[src/rtl/seguidor_pkg.sv]
// Shared types for the line follower: state encoding, motor direction codes
// and the left/centre/right classification of the debounced sensor bits.
package seguidor_pkg;

    typedef enum logic [2:0] {
        PARADO   = 3'd0,
        RECTO    = 3'd1,
        GIRO_IZQ = 3'd2,
        GIRO_DER = 3'd3,
        BUSCAR   = 3'd4,
        PERDIDO  = 3'd5
    } estado_t;

    // {INx, INy} as driven onto the L298 direction pins
    typedef enum logic [1:0] {
        DIR_OFF = 2'b00,
        DIR_REV = 2'b01,
        DIR_FWD = 2'b10
    } dir_t;

    typedef struct packed {
        logic izq;
        logic cen;
        logic der;
    } clase_t;

    localparam int MAX_SENS = 7;

    function automatic clase_t clasificar(input logic [MAX_SENS-1:0] s, input int n);
        clase_t                c;
        logic [MAX_SENS-1:0]   t;
        int                    centro;
        c      = '0;
        centro = n / 2;
        for (int i = 0; i < MAX_SENS; i++) begin
            t = s >> i;
            if (i < n) begin
                if (i > centro)
                    c.izq = c.izq | t[0];
                else if (i < centro)
                    c.der = c.der | t[0];
                else
                    c.cen = t[0];
            end
        end
        return c;
    endfunction

endpackage

[src/rtl/pwm_canal.sv]
// One PWM channel: duty/direction shadows loaded at the counter wrap, and a
// forced-off period whenever the commanded direction flips fwd<->rev.
module pwm_canal
    import seguidor_pkg::*;
#(
    parameter int PWM_BITS = 8
) (
    input  logic                clk,
    input  logic                reset,
    input  logic [PWM_BITS-1:0] i_cnt_nxt,
    input  logic                i_wrap,
    input  logic [PWM_BITS-1:0] i_duty,
    input  logic [1:0]          i_dir,
    output logic                o_en,
    output logic                o_in_a,
    output logic                o_in_b
);

    logic [PWM_BITS-1:0] r_duty_sh;
    logic [1:0]          r_dir_sh;
    logic                r_muerto;
    logic                r_en;

    logic                w_reversa;
    logic [PWM_BITS-1:0] w_duty_nxt;
    logic                w_muerto_nxt;

    assign w_reversa    = (i_dir != DIR_OFF) && (r_dir_sh != DIR_OFF) && (i_dir != r_dir_sh);
    assign w_duty_nxt   = i_wrap ? i_duty : r_duty_sh;
    assign w_muerto_nxt = i_wrap ? w_reversa : r_muerto;

    // Compare against post-edge counter/shadow so EN lines up with the IN pins at the wrap
    always_ff @(posedge clk or posedge reset) begin
        if (reset) begin
            r_duty_sh <= '0;
            r_dir_sh  <= DIR_OFF;
            r_muerto  <= 1'b0;
            r_en      <= 1'b0;
        end else begin
            if (i_wrap) begin
                r_duty_sh <= i_duty;
                r_dir_sh  <= i_dir;
            end
            r_muerto <= w_muerto_nxt;
            r_en     <= !w_muerto_nxt && (i_cnt_nxt < w_duty_nxt);
        end
    end

    assign o_en   = r_en;
    assign o_in_a = r_dir_sh[1];
    assign o_in_b = r_dir_sh[0];

endmodule

[src/rtl/seguidor_linea_pwm.sv]
// Line follower controller for an L298 driver: sensor sync/debounce, tracking
// FSM with lost-line search and timeout, and two shadowed PWM channels.
module seguidor_linea_pwm
    import seguidor_pkg::*;
#(
    parameter int N_SENS     = 3,
    parameter int PWM_BITS   = 8,
    parameter int DIV_PWM    = 1,
    parameter int DEB_CICLOS = 4,
    parameter int V_RECTO    = 200,
    parameter int V_GIRO     = 80,
    parameter int V_BUSCA    = 120,
    parameter int T_PERDIDO  = 10
) (
    input  logic              clk,
    input  logic              reset,
    input  logic              habilitar,
    input  logic [N_SENS-1:0] sensores,
    output logic              ENA,
    output logic              IN1,
    output logic              IN2,
    output logic              ENB,
    output logic              IN3,
    output logic              IN4,
    output logic [2:0]        estado
);

    localparam int DEB_W = $clog2(DEB_CICLOS + 1);
    localparam int DIV_W = (DIV_PWM > 1) ? $clog2(DIV_PWM) : 1;
    localparam int TO_W  = $clog2(T_PERDIDO + 1);

    logic [N_SENS-1:0]   r_sinc1;
    logic [N_SENS-1:0]   r_sinc2;
    logic [N_SENS-1:0]   w_deb;

    logic [DIV_W-1:0]    r_div;
    logic [PWM_BITS-1:0] r_cnt;
    logic                w_tick;
    logic                w_wrap;
    logic [PWM_BITS-1:0] w_cnt_nxt;

    estado_t             r_estado;
    estado_t             w_estado_nxt;
    estado_t             w_decision;
    clase_t              w_cls;
    logic                w_alguno;
    logic                r_ult_der;
    logic [TO_W-1:0]     r_timeout;

    logic [PWM_BITS-1:0] w_duty_a;
    logic [PWM_BITS-1:0] w_duty_b;
    logic [1:0]          w_dir_a;
    logic [1:0]          w_dir_b;
    logic                w_en_a;
    logic                w_en_b;

    always_ff @(posedge clk or posedge reset) begin
        if (reset) begin
            r_sinc1 <= '0;
            r_sinc2 <= '0;
        end else begin
            r_sinc1 <= sensores;
            r_sinc2 <= r_sinc1;
        end
    end

    for (genvar g = 0; g < N_SENS; g++) begin : g_deb
        logic             r_bit;
        logic [DEB_W-1:0] r_deb_cnt;

        // Any clock where the synchronized bit agrees with the accepted value restarts the count
        always_ff @(posedge clk or posedge reset) begin
            if (reset) begin
                r_bit     <= 1'b0;
                r_deb_cnt <= '0;
            end else if (r_sinc2[g] != r_bit) begin
                if (r_deb_cnt == DEB_W'(DEB_CICLOS - 1)) begin
                    r_bit     <= r_sinc2[g];
                    r_deb_cnt <= '0;
                end else begin
                    r_deb_cnt <= r_deb_cnt + DEB_W'(1);
                end
            end else begin
                r_deb_cnt <= '0;
            end
        end

        assign w_deb[g] = r_bit;
    end

    assign w_tick    = (r_div == DIV_W'(DIV_PWM - 1));
    assign w_wrap    = w_tick && (r_cnt == '1);
    assign w_cnt_nxt = w_tick ? r_cnt + PWM_BITS'(1) : r_cnt;

    always_ff @(posedge clk or posedge reset) begin
        if (reset) begin
            r_div <= '0;
            r_cnt <= '0;
        end else begin
            r_div <= w_tick ? '0 : r_div + DIV_W'(1);
            r_cnt <= w_cnt_nxt;
        end
    end

    assign w_cls    = clasificar(MAX_SENS'(w_deb), N_SENS);
    assign w_alguno = w_cls.izq | w_cls.cen | w_cls.der;

    always_comb begin
        w_decision = RECTO;
        if (!w_alguno)
            w_decision = BUSCAR;
        else if (w_cls.izq && !w_cls.der)
            w_decision = GIRO_IZQ;
        else if (w_cls.der && !w_cls.izq)
            w_decision = GIRO_DER;
    end

    always_comb begin
        w_estado_nxt = r_estado;
        if (!habilitar) begin
            w_estado_nxt = PARADO;
        end else begin
            case (r_estado)
                PARADO, RECTO, GIRO_IZQ, GIRO_DER: w_estado_nxt = w_decision;
                BUSCAR: begin
                    if (w_alguno)
                        w_estado_nxt = w_decision;
                    else if (w_wrap && (r_timeout == TO_W'(T_PERDIDO - 1)))
                        w_estado_nxt = PERDIDO;
                end
                PERDIDO: begin
                    if (w_alguno)
                        w_estado_nxt = w_decision;
                end
                default: w_estado_nxt = PARADO;
            endcase
        end
    end

    always_ff @(posedge clk or posedge reset) begin
        if (reset) begin
            r_estado  <= PARADO;
            r_ult_der <= 1'b0;
            r_timeout <= '0;
        end else begin
            r_estado <= w_estado_nxt;
            if (w_estado_nxt == GIRO_IZQ)
                r_ult_der <= 1'b0;
            else if (w_estado_nxt == GIRO_DER)
                r_ult_der <= 1'b1;
            if ((r_estado == BUSCAR) && (w_estado_nxt == BUSCAR)) begin
                if (w_wrap)
                    r_timeout <= r_timeout + TO_W'(1);
            end else begin
                r_timeout <= '0;
            end
        end
    end

    // Motor A is the left wheel, motor B the right wheel
    always_comb begin
        w_duty_a = '0;
        w_duty_b = '0;
        w_dir_a  = DIR_OFF;
        w_dir_b  = DIR_OFF;
        case (r_estado)
            RECTO: begin
                w_duty_a = PWM_BITS'(V_RECTO);
                w_duty_b = PWM_BITS'(V_RECTO);
                w_dir_a  = DIR_FWD;
                w_dir_b  = DIR_FWD;
            end
            GIRO_IZQ: begin
                w_duty_a = PWM_BITS'(V_GIRO);
                w_duty_b = PWM_BITS'(V_RECTO);
                w_dir_a  = DIR_FWD;
                w_dir_b  = DIR_FWD;
            end
            GIRO_DER: begin
                w_duty_a = PWM_BITS'(V_RECTO);
                w_duty_b = PWM_BITS'(V_GIRO);
                w_dir_a  = DIR_FWD;
                w_dir_b  = DIR_FWD;
            end
            BUSCAR: begin
                w_duty_a = PWM_BITS'(V_BUSCA);
                w_duty_b = PWM_BITS'(V_BUSCA);
                w_dir_a  = r_ult_der ? DIR_FWD : DIR_REV;
                w_dir_b  = r_ult_der ? DIR_REV : DIR_FWD;
            end
            default: ;
        endcase
    end

    pwm_canal #(.PWM_BITS(PWM_BITS)) u_canal_a (
        .clk       (clk),
        .reset     (reset),
        .i_cnt_nxt (w_cnt_nxt),
        .i_wrap    (w_wrap),
        .i_duty    (w_duty_a),
        .i_dir     (w_dir_a),
        .o_en      (w_en_a),
        .o_in_a    (IN1),
        .o_in_b    (IN2)
    );

    pwm_canal #(.PWM_BITS(PWM_BITS)) u_canal_b (
        .clk       (clk),
        .reset     (reset),
        .i_cnt_nxt (w_cnt_nxt),
        .i_wrap    (w_wrap),
        .i_duty    (w_duty_b),
        .i_dir     (w_dir_b),
        .o_en      (w_en_b),
        .o_in_a    (IN3),
        .o_in_b    (IN4)
    );

    // Enable drop cuts the bridge at once rather than at the next wrap
    assign ENA    = w_en_a & habilitar;
    assign ENB    = w_en_b & habilitar;
    assign estado = r_estado;

endmodule

[config.mk]
export PLATFORM = sky130hd
export DESIGN_NAME = seguidor_linea_pwm
export DESIGN_NICKNAME = d
export VERILOG_FILES = /design/src/rtl/seguidor_pkg.sv /design/src/rtl/pwm_canal.sv /design/src/rtl/seguidor_linea_pwm.sv
export SDC_FILE = /design/constraint.sdc
export NUM_CORES = 1
export LEC_CHECK = 0
export ABC_AREA = 1
export BUFFER_PORTS_ARGS = -buffer_cell sky130_fd_sc_hd__buf_2
export CAP_MARGIN = 25
export CORE_UTILIZATION = 61
export CTS_CLUSTER_SIZE = 20
export DETAILED_ROUTE_END_ITERATION = 12
export GPL_TIMING_DRIVEN = 0
export PLACE_DENSITY = 0.79
export SYNTH_ARGS = -nofsm -noshare
export SYNTH_HDL_FRONTEND = slang
export SYNTH_HIERARCHICAL = 1
export SYNTH_SLANG_ARGS = --single-unit
[constraint.sdc]
create_clock -name clk -period 2.8 [get_ports clk]
set_input_delay 0.56 -clock clk [delete_from_list [all_inputs] [get_ports clk]]
set_output_delay 0.56 -clock clk [all_outputs]
set_load 0.01 [all_outputs]
== Word level (Yosys, flattened, before mapping) ==
Index checks and enable logic that the tools add are counted.

* Bits in registers: 59
* Output and inout bits: 9
* Input port bits: 6
* Word-level logic and storage cells: 111

* Mux-type cells: 30
* Equality and inequality tests: 19
* Bitwise logic cells: 5
* Magnitude comparators: 2
* Reductions and logical operators: 28
* Add/subtract/negate cells: 6

{| class="wikitable"
|+ Operators with widths
! operator !! count
|-
| case mux 8 bit (3 select lines) || 2
|-
| 2-to-1 mux 3 bit || 11
|-
| 2-to-1 mux 8 bit || 3
|-
| equality test 3 x 2 -> 1 bit, second input constant || 7
|-
| < comparator 8 bit || 2
|-
| logical AND 1 bit || 11
|-
| nonzero test 2 bit || 5
|-
| adder 3 x 1 -> 3 bit, second input constant || 3
|-
| equality test 3 bit, second input constant || 3
|-
| case mux 3 bit (3 select lines) || 1
|-
| adder 8 x 1 -> 8 bit, second input constant || 1
|-
| equality test 8 bit, second input constant || 1
|-
| 2-to-1 mux 2 bit || 4
|-
| 2-to-1 mux 4 bit || 2
|-
| case mux 2 bit (2 select lines) || 2
|-
| AND reduction 2 bit || 3
|-
| 2-to-1 mux 1 bit || 5
|-
| adder 4 x 1 -> 4 bit, second input constant || 1
|-
| equality test 4 bit, second input constant || 1
|-
| zero test 1 bit || 4
|-
| != test 2 bit || 2
|-
| OR reduction 2 bit || 2
|-
| OR reduction 4 bit || 1
|-
| equality test 3 x 1 -> 1 bit, second input constant || 1
|-
| other kinds (8) || 12
|}

== Logic depth before layout (Yosys ltp) ==
* Depth in word-level cells: 11
* Gate-level depth with buffers: 14
* Mapped depth without buffers: 14

== Hierarchy ==
Netlist, hierarchy kept.

{| class="wikitable"
|+ By module, submodules not included
! module !! times used !! area an instance (um2) !! sequential area each (um2) !! cells each
|-
| seguidor_linea_pwm || 1 || 1,600.3 || 850.8 || 167
|-
| pwm_canal || 2 || 706.9 || 300.3 || 82
|}

== Worst setup path after synthesis ==
OpenSTA, ideal clock, no wires.

* Path type: flip-flop to flip-flop
* From: reg r_cnt[0]
* To: reg u_canal_a.r_en, in the netlist u_canal_a/o_en
* Buffers on the path: 0
* Slack: 0.573 ns
* Period minus slack after synthesis: 2.227 ns
* Stages on the path, launching flop included: 15
* Setup time: 0.073 ns
* Arrival time: 2.154 ns
* Required time: 2.727 ns
* Cells stage by stage: dfrtp_1 -> ha_1 -> nand2_2 -> nor2_4 -> nand2_4 -> inv_1 -> inv_2 -> or2_2 -> o21ai_2 -> ha_1 -> a21oi_1 -> nor2_1 -> nor3_1 -> nand2_1 -> a21oi_2

* Word-level cells in the longest chain between the ends: 5
* Elaborated cells on any way between the ends: 9
* Those cells by class: add/sub (1); order compare (1); eq/ne (1); mux (3); reduce/logical (3)

{| class="wikitable"
|+ RTL lines
! what !! RTL line !! source
|-
| start: declaration || seguidor_linea_pwm.sv:37 || <nowiki>logic [PWM_BITS-1:0] r_cnt;</nowiki>
|-
| start signal: assignment || seguidor_linea_pwm.sv:101 || <nowiki>r_cnt <= w_cnt_nxt;</nowiki>
|-
| equality test 8 bit (*) || seguidor_linea_pwm.sv:92 || <nowiki>assign w_wrap = w_tick && (r_cnt == '1);</nowiki>
|-
| logical AND 1 bit (*) || seguidor_linea_pwm.sv:92 ||
|-
| net w_wrap || seguidor_linea_pwm.sv:39 || <nowiki>logic w_wrap;</nowiki>
|-
| 2-to-1 mux 8 bit / 2-to-1 mux 1 bit (equally long branches) || - ||
|-
| < comparator 8 bit / zero test 1 bit (equally long branches) || pwm_canal.sv:45 || <nowiki>r_en <= !w_muerto_nxt && (i_cnt_nxt < w_duty_nxt);</nowiki>
|-
| logical AND 1 bit (*) || pwm_canal.sv:45 ||
|-
| end signal: assignment || pwm_canal.sv:45 ||
|-
| end: declaration || pwm_canal.sv:22 || <nowiki>logic r_en;</nowiki>
|}

The timed path passes the listed nets; every way through them passes the cells marked *.
A chain may end at the register's enable or synchronous reset.

== Worst setup path after layout ==
Ends and elaborated chain as after synthesis.

==> summary.md <==
| Metric | Value |
|---|---|
| Root buffer cell | `clkbuf_8` |
| Max-cap violations | `0` |
| DRC Markers | `0` |
| Final min period | `2.53 ns` |
| Worst skew pair latency | `0.33 ns` |
| Levels on crit path | `14` |
| Fin crit share | `0.904` |
| Final net count | `389` |
| CP top delay family | `simple AND/OR/NAND/NOR gates` |
| Finished Layout Cells | `434` |
| Clock network power share | `0.339` |
| DPL Wire Length | `3960 um` |
| Area share of the leading cell type in the synthesized netlist | `0.482` |
| NetSw | `642 uW` |
| CTS tree | `built` |
| Synthesized flop and latch total | `58` |
| Status | `completed` |
| Max Clock Skew | `0.00626 ns` |
| Drt wl/cell | `between 10 and 15 um` |
| Fillers | `373` |
| FMAX | `just under 400 MHz` |
| GRT Resource Usage Total | `0.237` |
| Die X | `72.3 um` |
| Yosys top cell by area | `dfrtp_1` |
| Final hold viol count | `0` |
| Layout area overhead | `12.7%` |
| VDD IR max | `0.000386 V` |
| CORE AREA | `4720 um^2` |
| Clock slew at the register clock pins of the worst setup and hold paths | `0.06 ns` |
| Register area | `1450 um^2` |
| I/O pins | `15` |
| Die area | `around 5200 um^2` |
| Routed WL | `5370 um` |
| HP Class | `in -> async` |
| Kind of critical path | `reg -> reg` |
| Synthesized area | `approximately 3000 um^2` |
| Clk buf depth | `2` |
| Port buffer count | `14` |
| Share of cells above drive strength 1 | `0.234` |
| Nature of the critical path endpoint | `flip-flop` |
| Worst Path Buf+Inv | `2` |
| Final instance area | `about 3400 um^2` |
| YS warnings | `6` |
| Final GP Congestion | `0.799` |
| Switching Fraction | `0.301` |
| Crit Path Max Fanout | `10` |
| Most common cell on crit path | `ha_1` |
| Largest net degree at the start of global routing | `20` |
| PwrDens | `628 nW/um^2` |
| Htree depth | `3` |
| Leak | `between 1.5 and 2 nW` |
| Slowest stage delay, CP | `0.37 ns` |
| # setup viols final | `0` |
| Critical Path RT | `3.06 ns` |
| Num Clock Sinks | `58` |
| Total vias in the final route | `2100` |
| Syn_area_per_cell | `slightly above 9 um^2` |
| Fin. max-slew vios | `0` |
| Startpoint types | `flip-flop` |
| Placed cell areas | `roughly 3200 um^2` |
| Synth area leaders | `dfrtp_1, ha_1, nand2_1, inv_1, o21ai_2` |
| Library cells used by synthesis | `30` |
| Multi-input gate area | `1330 um^2` |
| Starting density of the core | `0.638` |
| Die H | `72.3 um` |
| Number of buffers created by CTS | `9` |
| Comb power frac | `0.194` |
| Internal | `1.49 mW` |
| First-pass GRT wire length | `9110 um` |
| Placed cells | `418` |
| 1st-pass router iterations | `4` |
| DRT antenna net count | `0` |
| Data arrival, critical path | `approximately 2.8 ns` |
| Max stage delay cell, worst path | `dfrtp_1` |
| Number of DRC markers in iteration 0 | `160` |
| Final setup TNS | `0 ns` |
| Via density | `4.84` |
| Initial antenna violation count | `0` |
| Cells after Synth | `331` |
| Rows | `25` |
| Fin util | `0.719` |
| Seq pwr share | `0.467` |
| Sequential fraction of the synthesis area | `0.482` |
| CP Cell Sequence | `ha_1 -> nand2_2 -> nor2_4 -> nand2_4 -> clkinvlp_4 -> inv_2 -> or2_2 -> o21ai_2 -> ha_1 -> a21oi_1 -> nor2_1 -> nor3_1 -> nand2_1 -> a21oi_2` |
| Grt total ovfl | `0` |
| Most frequent cells in the layout | `nand2_1, inv_1, dfrtp_1` |
| Rel. slew slack | `0.518` |
| RSZ-0062 raised after global routing | `no` |
| Via count of the first global-routing pass | `2071` |
| Tightest Pin Transition | `0.723 ns` |
| Antenna diode count | `0` |
| Commonest non-fill, non-tap cell in the layout | `nand2_1` |
| R2R depth | `14` |
## state kept, by name (all words and copies together) (netlist names), 3 cells and up
register,count
g_deb.r_bit,3
u_canal_a/r_duty_sh,8
r_timeout,4
r_sinc2,3
r_sinc1,3
g_deb.r_deb_cnt,9
r_cnt,8
estado,3
u_canal_b/r_duty_sh,8
## metrics by stage
stage / power (mW) / hold WS [ns] / setup slack, ns
6_report: 2.13 / 0.255 / 0.269
3_3_place_gp: 1.40 / 0.333 / 0.161
3_5_place_dp: 1.42 / 0.336 / 0.147
2_1_floorplan: 1.31 / 0.331 / 0.573
5_1_grt: 2.27 / 0.284 / 0.0910
4_1_cts: 2.16 / 0.258 / 0.103
## synthesized netlist by cell type
cell      number
inv_1         60
nand3_1       13
nand3_2        3
mux2_2         1
and2_2         2
o21bai_2       1
buf_4          2
conb_1         1
o21ai_1        1
nand2_2        6
nand4_2        1
nor3b_1        3
nor2_1        22
nor3_2         1
nand2_1       63
ha_1          21
xnor2_1        7
inv_2          3
nor3_1         6
o21ai_0        5
xor2_1         6
a21oi_2        2
or2_2         14
nor2_2         2
buf_2          1
o21ai_2       14
a21oi_1        7
nand2_4        2
nor2_4         3
dfrtp_1       58
## final cells by class
type / count / share of cell area
Sequential cell: 58 / 0.427
Tap cell: 67 / 0.0247
Clock buffer: 13 / 0.0409
Buffer: 3 / 0.00589
Multi-Input combinational cell: 212 / 0.390
Timing Repair Buffer: 15 / 0.0287
Clock inverter: 3 / 0.0118
Inverter: 63 / 0.0707
## power groups by stage
stage / clock network [mW] / logic, mW / registers, mW
after floorplan: 0 / 0.316 / 0.999
after global placement: 0 / 0.396 / 1.01
after CTS: 0.741 / 0.417 / 0.997
final: 0.723 / 0.414 / 0.997
after detailed placement: 0 / 0.412 / 1.01
after global routing: 0.777 / 0.484 / 1.01
## cell families (layout without fill, tap and decap cells)
family / count (synthesis) / count (layout) / synth area share
simple gates: 141 / 141 / 0.232
fa+ha+maj: 21 / 21 / 0.0872
mux: 1 / 1 / 0.00374
buf+inv: 66 / 97 / 0.0851
xor+xnor: 13 / 13 / 0.0378
compound gates: 30 / 30 / 0.0718
flops: 58 / 58 / 0.482
other cells: 1 / 6 / 0.00124
## final timing paths
kind / start / endpoint / slack (ns)
max reg2reg: r_cnt[0] / u_canal_a/o_en / 0.27
max: r_cnt[0] / u_canal_a/o_en / 0.27
min: reset / u_canal_b/r_duty_sh[1] / 0.25
min reg2reg: r_sinc1[1] / r_sinc2[1] / 0.35
min in group clk: sensores[1] / r_sinc1[1] / 0.33
max in group asynchronous: reset / r_sinc2[2] / 1.90
## per-layer routing
metal / up-vias / GRT usage / share of wire
met4: 0 / 0.107 / 0.018
met2: 22 / 0.383 / 0.49
met5: - / 0 / 0
li1: 1071 / - / -
met1: 999 / 0.300 / 0.46
met3: 8 / 0.0625 / 0.028
## repair_timing
item,4_1_cts,5_1_grt
hold buffers,0,0
buffers inserted,0,0
resized for setup,0,1
setup endpoints to repair,0,2
No activity file was read; power rests on OpenSTA's default activity.
